[config.mk]
export PLATFORM = sky130hd
export DESIGN_NAME = tone_detector
export DESIGN_NICKNAME = d
export VERILOG_FILES = /design/src/rtl/tone_detector.sv
export SDC_FILE = /design/constraint.sdc
export NUM_CORES = 1
export LEC_CHECK = 0
export BUFFER_PORTS_ARGS = -buffer_cell sky130_fd_sc_hd__buf_4
export CAP_MARGIN = 40
export CORE_UTILIZATION = 39
export CTS_CLUSTER_DIAMETER = 40
export DETAILED_ROUTE_END_ITERATION = 10
export GPL_ROUTABILITY_DRIVEN = 1
export HOLD_SLACK_MARGIN = 0.15
export PLACE_DENSITY = 0.53
export SLEW_MARGIN = 0
export SYNTH_ARGS = -nofsm -noshare
export SYNTH_HDL_FRONTEND = slang
export SYNTH_SLANG_ARGS = --single-unit
[constraint.sdc]
create_clock -name clk -period 10.9 [get_ports clk]
set_input_delay 0.545 -clock clk [delete_from_list [all_inputs] [get_ports clk]]
set_output_delay 0.545 -clock clk [all_outputs]
set_load 0.005 [all_outputs]
[src/rtl/tone_detector.sv]
// tone_detector
//   Measures an incoming square-wave tone in clk cycles. A note is declared
//   (LOCKED) once STABLE_N consecutive periods agree within TOL, and its
//   period is reported. Note start/end pulses and a wrapping note counter
//   are provided; a gap of SILENCE_CYC cycles without a rising edge is
//   treated as silence.
//
//   state  | meaning
//   -------+-----------------------------------------------------------
//   IDLE   | silent; counter held at 0, waiting for a first rising edge
//   ARM    | first edge seen, timing the first full period
//   ACQ    | collecting consecutive matching periods against ref_q
//   LOCKED | note declared; period output valid, checking pitch holds
//
// Ports
//   clk         system clock
//   rst_n       asynchronous active-low reset
//   tone_in     asynchronous square-wave tone input
//   period      locked note period (held after note end)
//   note_valid  high while LOCKED
//   note_start  one-cycle pulse on entering LOCKED
//   note_end    one-cycle pulse on leaving LOCKED
//   note_count  number of notes locked since reset, wraps at 255
module tone_detector #(
  parameter int CNT_W       = 18,
  parameter int TOL         = 4,
  parameter int STABLE_N    = 3,
  parameter int MIN_PERIOD  = 64,
  parameter int SILENCE_CYC = 65535
) (
  input  logic             clk,
  input  logic             rst_n,
  input  logic             tone_in,
  output logic [CNT_W-1:0] period,
  output logic             note_valid,
  output logic             note_start,
  output logic             note_end,
  output logic [7:0]       note_count
);

  localparam int MW = $clog2(STABLE_N + 1);
  localparam logic [CNT_W-1:0] CNT_MAX  = '1;
  localparam logic [CNT_W-1:0] SIL_LAST = CNT_W'(SILENCE_CYC - 1);
  localparam logic [CNT_W-1:0] MIN_W    = CNT_W'(MIN_PERIOD);
  localparam logic [CNT_W:0]   TOL_W    = (CNT_W + 1)'(TOL);
  localparam logic [MW-1:0]    LOCK_N   = MW'(STABLE_N);

  typedef enum logic [1:0] {IDLE, ARM, ACQ, LOCKED} state_t;

  state_t           state_q;
  logic             s1_q, s2_q, s3_q;
  logic [CNT_W-1:0] cnt_q;
  logic [CNT_W-1:0] ref_q;
  logic [CNT_W-1:0] period_q;
  logic [MW-1:0]    match_q;
  logic             valid_q, start_q, end_q;
  logic [7:0]       count_q;

  logic             rise_d;
  logic             timeout_d;
  logic             ref_hit_d;
  logic             per_hit_d;
  logic [CNT_W-1:0] sample_d;
  logic [MW-1:0]    match_inc_d;

  // Difference is taken one bit wider than the counter so it never wraps.
  function automatic logic pitch_match(input logic [CNT_W-1:0] s,
                                       input logic [CNT_W-1:0] x);
    logic [CNT_W:0] diff;
    diff = {1'b0, s} - {1'b0, x};
    if (diff[CNT_W]) diff = -diff;
    return (s >= MIN_W) && (diff <= TOL_W);
  endfunction

  always_comb begin
    rise_d      = s2_q & ~s3_q;
    // Saturating cnt+1 doubles as the period sample taken on a rise.
    sample_d    = (cnt_q == CNT_MAX) ? cnt_q : cnt_q + 1'b1;
    timeout_d   = (cnt_q == SIL_LAST) && !rise_d;
    match_inc_d = match_q + 1'b1;
    ref_hit_d   = pitch_match(sample_d, ref_q);
    per_hit_d   = pitch_match(sample_d, period_q);
  end

  always_ff @(posedge clk or negedge rst_n) begin
    if (!rst_n) begin
      state_q  <= IDLE;
      s1_q     <= 1'b0;
      s2_q     <= 1'b0;
      s3_q     <= 1'b0;
      cnt_q    <= '0;
      ref_q    <= '0;
      period_q <= '0;
      match_q  <= '0;
      valid_q  <= 1'b0;
      start_q  <= 1'b0;
      end_q    <= 1'b0;
      count_q  <= '0;
    end else begin
      s1_q    <= tone_in;
      s2_q    <= s1_q;
      s3_q    <= s2_q;
      start_q <= 1'b0;
      end_q   <= 1'b0;

      // Outside IDLE the counter runs and a rise restarts it; timeout
      // branches below override it back to 0.
      if (state_q != IDLE) begin
        cnt_q <= rise_d ? '0 : sample_d;
      end

      case (state_q)
        IDLE: begin
          cnt_q <= '0;
          if (rise_d) state_q <= ARM;
        end

        ARM: begin
          if (rise_d) begin
            state_q <= ACQ;
            ref_q   <= sample_d;
            match_q <= MW'(1);
          end else if (timeout_d) begin
            state_q <= IDLE;
            cnt_q   <= '0;
          end
        end

        ACQ: begin
          if (rise_d) begin
            if (ref_hit_d) begin
              match_q <= match_inc_d;
              if (match_inc_d == LOCK_N) begin
                state_q  <= LOCKED;
                period_q <= sample_d;
                valid_q  <= 1'b1;
                start_q  <= 1'b1;
                count_q  <= count_q + 8'd1;
              end
            end else begin
              ref_q   <= sample_d;
              match_q <= MW'(1);
            end
          end else if (timeout_d) begin
            state_q <= IDLE;
            cnt_q   <= '0;
          end
        end

        LOCKED: begin
          if (rise_d) begin
            // No drift tracking: period_q stays at the value it locked on.
            if (!per_hit_d) begin
              state_q <= ACQ;
              ref_q   <= sample_d;
              match_q <= MW'(1);
              valid_q <= 1'b0;
              end_q   <= 1'b1;
            end
          end else if (timeout_d) begin
            state_q <= IDLE;
            cnt_q   <= '0;
            valid_q <= 1'b0;
            end_q   <= 1'b1;
          end
        end

        default: state_q <= IDLE;
      endcase
    end
  end

  assign period     = period_q;
  assign note_valid = valid_q;
  assign note_start = start_q;
  assign note_end   = end_q;
  assign note_count = count_q;

endmodule

### Yosys cells after proc, flatten, opt, wreduce, memory -nomap -nowiden

Index checks and enable logic that the tools add are counted.

| storage, ports and cells | value |
|---|---|
| register bits after elaboration | 72 |

| cells by class | value |
|---|---|
| add/sub/neg operators | 7 |
| $lt $le $gt $ge | 3 |
| equality and inequality tests | 18 |
| multiplexer cells | 43 |
| bitwise operators | 2 |
| reduce and logical (&&, ||, !) cells | 14 |

Operators by type and width:

| cell | count |
|---|---|
| 18-bit two-way mux | 10 |
| 18-bit case mux with 3 select lines | 1 |
| 19-bit by 3-bit <= comparator with 1-bit output, second input constant | 2 |
| 19-bit two-way mux | 2 |
| 19-bit negation | 2 |
| 18-bit by 18-bit subtractor with 19-bit output | 2 |
| 18-bit case mux with 2 select lines | 1 |
| 2-bit two-way mux | 12 |
| 18-bit by 1-bit adder with 18-bit output, second input constant | 1 |
| 18-bit by 16-bit equality test with 1-bit output, second input constant | 1 |
| 18-bit equality test, second input constant | 1 |
| 18-bit by 7-bit >= comparator with 1-bit output, second input constant | 1 |
| 2-bit inequality test, second input constant | 8 |
| 1-bit two-way mux | 14 |
| 3-bit inequality test, second input constant | 4 |
| 6-bit AND reduction | 2 |
| 8-bit by 1-bit adder with 8-bit output, second input constant | 1 |
| 2-bit case mux with 4 select lines | 1 |
| 4-bit AND reduction | 2 |
| 2-bit equality test, second input constant | 3 |
| 2-bit case mux with 3 select lines | 1 |
| 5-bit AND reduction | 1 |
| 2-bit nonzero test | 2 |
| 1-bit logical AND | 3 |
| 9 further kinds | 9 |

### Longest topological paths before layout

| logic depth | value |
|---|---|
| word-level depth | 10 |
| depth in mapped cells | 25 |

### Worst setup path after synthesis

OpenSTA, ideal clock, no wires.

| timing path | value |
|---|---|
| kind | register to register |
| from | reg cnt_q[8] |
| to | reg ref_q[16] |
| data arrival time | 5.623 ns |
| data required time | 10.772 ns |
| path slack | 5.150 ns |
| stages on the path, launching flop included | 23 |
| clock period less this slack | 5.750 ns |
| cell sequence | dfrtp_1 -> clkbuf_1 -> and4_1 -> nand3_1 -> nor2b_1 -> nand2_1 -> and3_1 -> or2_2 -> inv_1 -> ha_1 -> nor2b_1 -> o2111a_1 -> a2111oi_0 -> o22ai_1 -> a2111oi_1 -> nand4_1 -> nand2_1 -> a31oi_1 -> or4_4 -> a2111oi_4 -> o211ai_2 -> buf_6 -> mux2_1 |

| between the ends | value |
|---|---|
| cells in the longest elaborated chain, start to end | 9 |
| elaborated cells between the ends (all ways) | 23 |
| those cells by class | add/sub: 5; order compare: 3; eq/ne: 3; mux: 9; reduce/logical: 3 |

Ends and longest elaborated chain:

| item | line | source |
|---|---|---|
| from (decl) | 52 | `logic [CNT_W-1:0] cnt_q;` |
| from (signal assigned) | 109 | `cnt_q <= rise_d ? '0 : sample_d;` |
| 18-bit equality test * | 78 | `sample_d = (cnt_q == CNT_MAX) ? cnt_q : cnt_q + 1'b1;` |
| 18-bit two-way mux * | 78 |  |
| named net sample_d[2] | 63 | `logic [CNT_W-1:0] sample_d;` |
| 18-bit by 18-bit subtractor with 19-bit output | 70 | `diff = {1'b0, s} - {1'b0, x};` |
| 19-bit negation | 71 | `if (diff[CNT_W]) diff = -diff;` |
| 19-bit two-way mux | 71 |  |
| 19-bit by 3-bit <= comparator with 1-bit output | 72 | `return (s >= MIN_W) && (diff <= TOL_W);` |
| 1-bit logical AND | 72 |  |
| 2-bit inequality test (no source line) | n/a |  |
| 6-bit AND reduction (no source line) * | n/a |  |
| to (signal assigned) | 121 | `ref_q <= sample_d;` |
| to (signal assigned) | 141 | `ref_q <= sample_d;` |
| to (signal assigned) | 155 | `ref_q <= sample_d;` |
| to (decl) | 53 | `logic [CNT_W-1:0] ref_q;` |

The timed path passes the listed nets; every way through them passes the cells marked *. The select of a mux whose other input is x is not followed.
A chain may end at the register's enable or synchronous reset.

### Worst setup path after layout

Ends and elaborated chain as after synthesis.

==> key figures <==
Outcome
  • Status: finished clean

STA
  • Pins over their slew limit: 0
  • Worst Skew: 0.0122 ns
  • Setup-failing EPs final: 0
  • Slew @ Worst Pin: a little under 0.9 ns
  • Tmin final: between 6 and 7 ns
  • Slew margin rel.: between 40% and 50%
  • Final period util: between 60 and 70%
  • RSZ-0062 raised after global routing: no
  • Hold Vio Cnt, Final: 0
  • Highest clock rate: 151 MHz
  • Total negative slack: 0 ns
  • Fin Hold WS: 0.312 ns

Yosys
  • Post-synth top flop: dfrtp_1
  • Distinct cells, synth: 76
  • Seq cells post-synth: 72
  • Register area share after synthesis: between 20% and 30%
  • Mapped cell area: 6490 µm²
  • Yosys top cell area share: 27.7%
  • Synth area leaders: dfrtp_1 28%, ha_1 7.7%, nand2_1 4.9%, inv_1 4.0%, nor2_1 3.8%
  • Avg Inst Size Synth: 8.03 µm²
  • Synth area leader: dfrtp_1
  • Synthesis warning total: 0
  • Synthesized instance count: 809
  • Synth Net Count: ~850
  • Post-synth EDFFs: 0
  • Ys async rst share: 100%

Clocking
  • Clock sink total: 72
  • Worst-path clk slew: 0.06 ns
  • CTS buffer count: 9
  • Root Driver: clkbuf_16
  • CTS tree: built
  • Post-CTS Setup Inserts: 0
  • CTS H-Tree Depth: 3
  • Worst-Skew Late Latency: 0.34 ns
  • Clock Path Buffers: 2

Routing
  • Vias per inst: 5.85
  • Post-DRT Antenna Nets: 0
  • DR vias: 6141
  • Met2 WL post-DR: 8540 µm
  • Pre-antenna DRT Iters: 5
  • Met1 wire length: 8750 µm
  • Routed WL per cell: 17.3 µm
  • Met3 Wirelength: 560 µm
  • # DRC: 0
  • DRT iter0 DRCs: 439
  • Detailed Route WL: 18100 µm
  • Highest metal used: met4

Placed design
  • Port buffer count: 31
  • Routability cong.: approximately 0.9
  • Final HPWL DP: 14100 µm

Worst setup path
  • CP Data Arrival Time: 6.84 ns
  • Crit end category: register
  • Worst EP required: approximately 11 ns
  • CP startpoint kind: register
  • Worst-path fanout max: 18
  • CP Class: reg -> reg

Global route
  • Total GRT Usage: 22.1%
  • Vias in the first global route: 5900
  • Largest net degree at the start of global routing: between 60 and 70
  • Initial antenna violation count: 0
  • First-pass GRT wire length: 29500 µm
  • Total grt overflow: 0

Finish
  • Most frequent cells in the layout: 84 x nand2_1, 72 x dfrtp_1, 70 x inv_1
  • Ant diodes: 0
  • Commonest non-fill, non-tap cell in the layout: nand2_1
  • Layout cells sized above 1: 9.23%
  • Fin nets: 874
  • Layout area overhead: 12.0%

Floorplan
  • Core Region: 16100 µm²
  • Rows: 46
  • Starting density of the core: around two fifths
  • Die area: around 17000 µm²
  • IO Count: 32
  • Die H: roughly 130 µm
  • Die width: roughly 130 µm

Power
  • Design Power: 2.20 mW
  • Worst VDD drop: 0.201 mV
  • Pwr Density: just over 300 nW/µm²
  • Leakage: 3.36 nW

Job
  • Maxcap violations: 0

Hold path
  • Worst hold path type: in -> reg
[stage by stage]
stage,utilization (%),cells,cell area (µm²),worst slack (ns)
floorplan,-,809,6490,5.15
global placement,42.9,1031,6900,4.46
detailed placement,43.2,1033,6930,4.34
CTS,45.3,1050,7280,4.32
global route,45.3,1050,7280,3.76
finish,45.3,1050,7280,4.27
[report_power, final]
group	switching, mW	total (mW)	internal [mW]
logic	0.945	1.56	0.614
registers	0.0157	0.300	0.285
clock network	0.116	0.340	0.224
total	1.08	2.20	1.12
[synthesized netlist by cell type, types with 3 or more instances]
cell	number
nand2b_1	8
and4_1	7
o21a_1	10
ha_1	40
o21bai_1	4
o21ai_0	47
a21boi_0	4
nor2b_1	11
a21oi_1	42
o2111ai_1	7
clkbuf_1	24
a211o_1	4
xnor2_1	24
or2_2	6
a311oi_1	3
mux2i_1	23
and3_1	11
a2111oi_0	3
a211oi_1	11
nor2_1	65
or4_1	4
o32ai_1	4
dfrtp_1	72
and2_1	10
xor2_1	17
a221o_1	3
a21o_1	15
nor4_1	12
or3_1	9
a31oi_1	5
o31ai_1	3
a31o_2	4
nand3_1	30
nand4_1	12
a32o_1	3
nand2_1	84
o22ai_1	4
inv_1	70
o2111a_1	3
o211ai_1	10
mux2_2	3
o211a_1	6
nor3_1	26
[area by class of cell]
cell class	count	area, µm²
Clock buffer	11	233
Clock inverter	5	104
Fill cell	1623	8780
Inverter	70	263
Multi-Input combinational cell	639	4310
Sequential cell	72	1800
Tap cell	216	270
Timing Repair Buffer	37	298
[cells by family after synthesis]
| logic type | Yosys count | share of synthesized area [%] |
|---|---|---|
| xor gates and xnor gates | 41 | 5.53 |
| muxes | 28 | 4.41 |
| and+or+nand+nor | 305 | 23.5 |
| buffers and inverters | 98 | 5.93 |
| DFF | 72 | 27.7 |
| adders and majority gates | 42 | 8.32 |
| AOI/OAI and AO/OA | 223 | 24.6 |
[layer usage]
layer / vias to the layer above / GRT usage [%]
li1: 2998 / -
met1: 2967 / 29.5
met2: 151 / 37.5
met3: 25 / 2.61
met4: 0 / 6.69
met5: - / 0
[worst paths after layout]
path | from | endpoint | slack [ns] | depth (start not counted)
worst max-delay path | cnt_q[8] | ref_q[16] | 4.27 | 21
worst min-delay path | tone_in | s1_q | 0.31 | 1
worst max register to register | cnt_q[8] | ref_q[16] | 4.27 | 21
worst min register to register | s1_q | s2_q | 0.35 | 0
max in group asynchronous | rst_n | s3_q | 9.75 | 3
min in group asynchronous | rst_n | ref_q[4] | 0.60 | 2
[critical path: stages, from the launching register on]
cell	delay (ns)
dfrtp_1	0.46
and4_1	0.29
nand3_1	0.16
nor2b_1	0.18
nand2_1	0.24
nand2_1	0.14
o21a_1	0.22
inv_1	0.18
fa_1	0.47
nor2b_1	0.27
o211ai_1	0.20
a211oi_2	0.45
o21ai_0	0.22
a221o_1	0.40
nor4_1	0.39
nand4_1	0.23
xor2_1	0.21
or4_1	0.57
a2111oi_4	0.50
o211ai_2	0.14
buf_4	0.26
mux2_1	0.35
[timing repair]
item / CTS / global route
resized for setup: 0 / 0
hold buffers: 1 / 0
endpoints found under the hold margin: 12 / 0
[state kept, by name, indices dropped and copies added, names as in the netlist, 2 cells and up]
name and count:
state_q 2, match_q 2, cnt_q 18, ref_q 18, note_count 8, period 18
No activity file was read; power rests on OpenSTA's default activity.
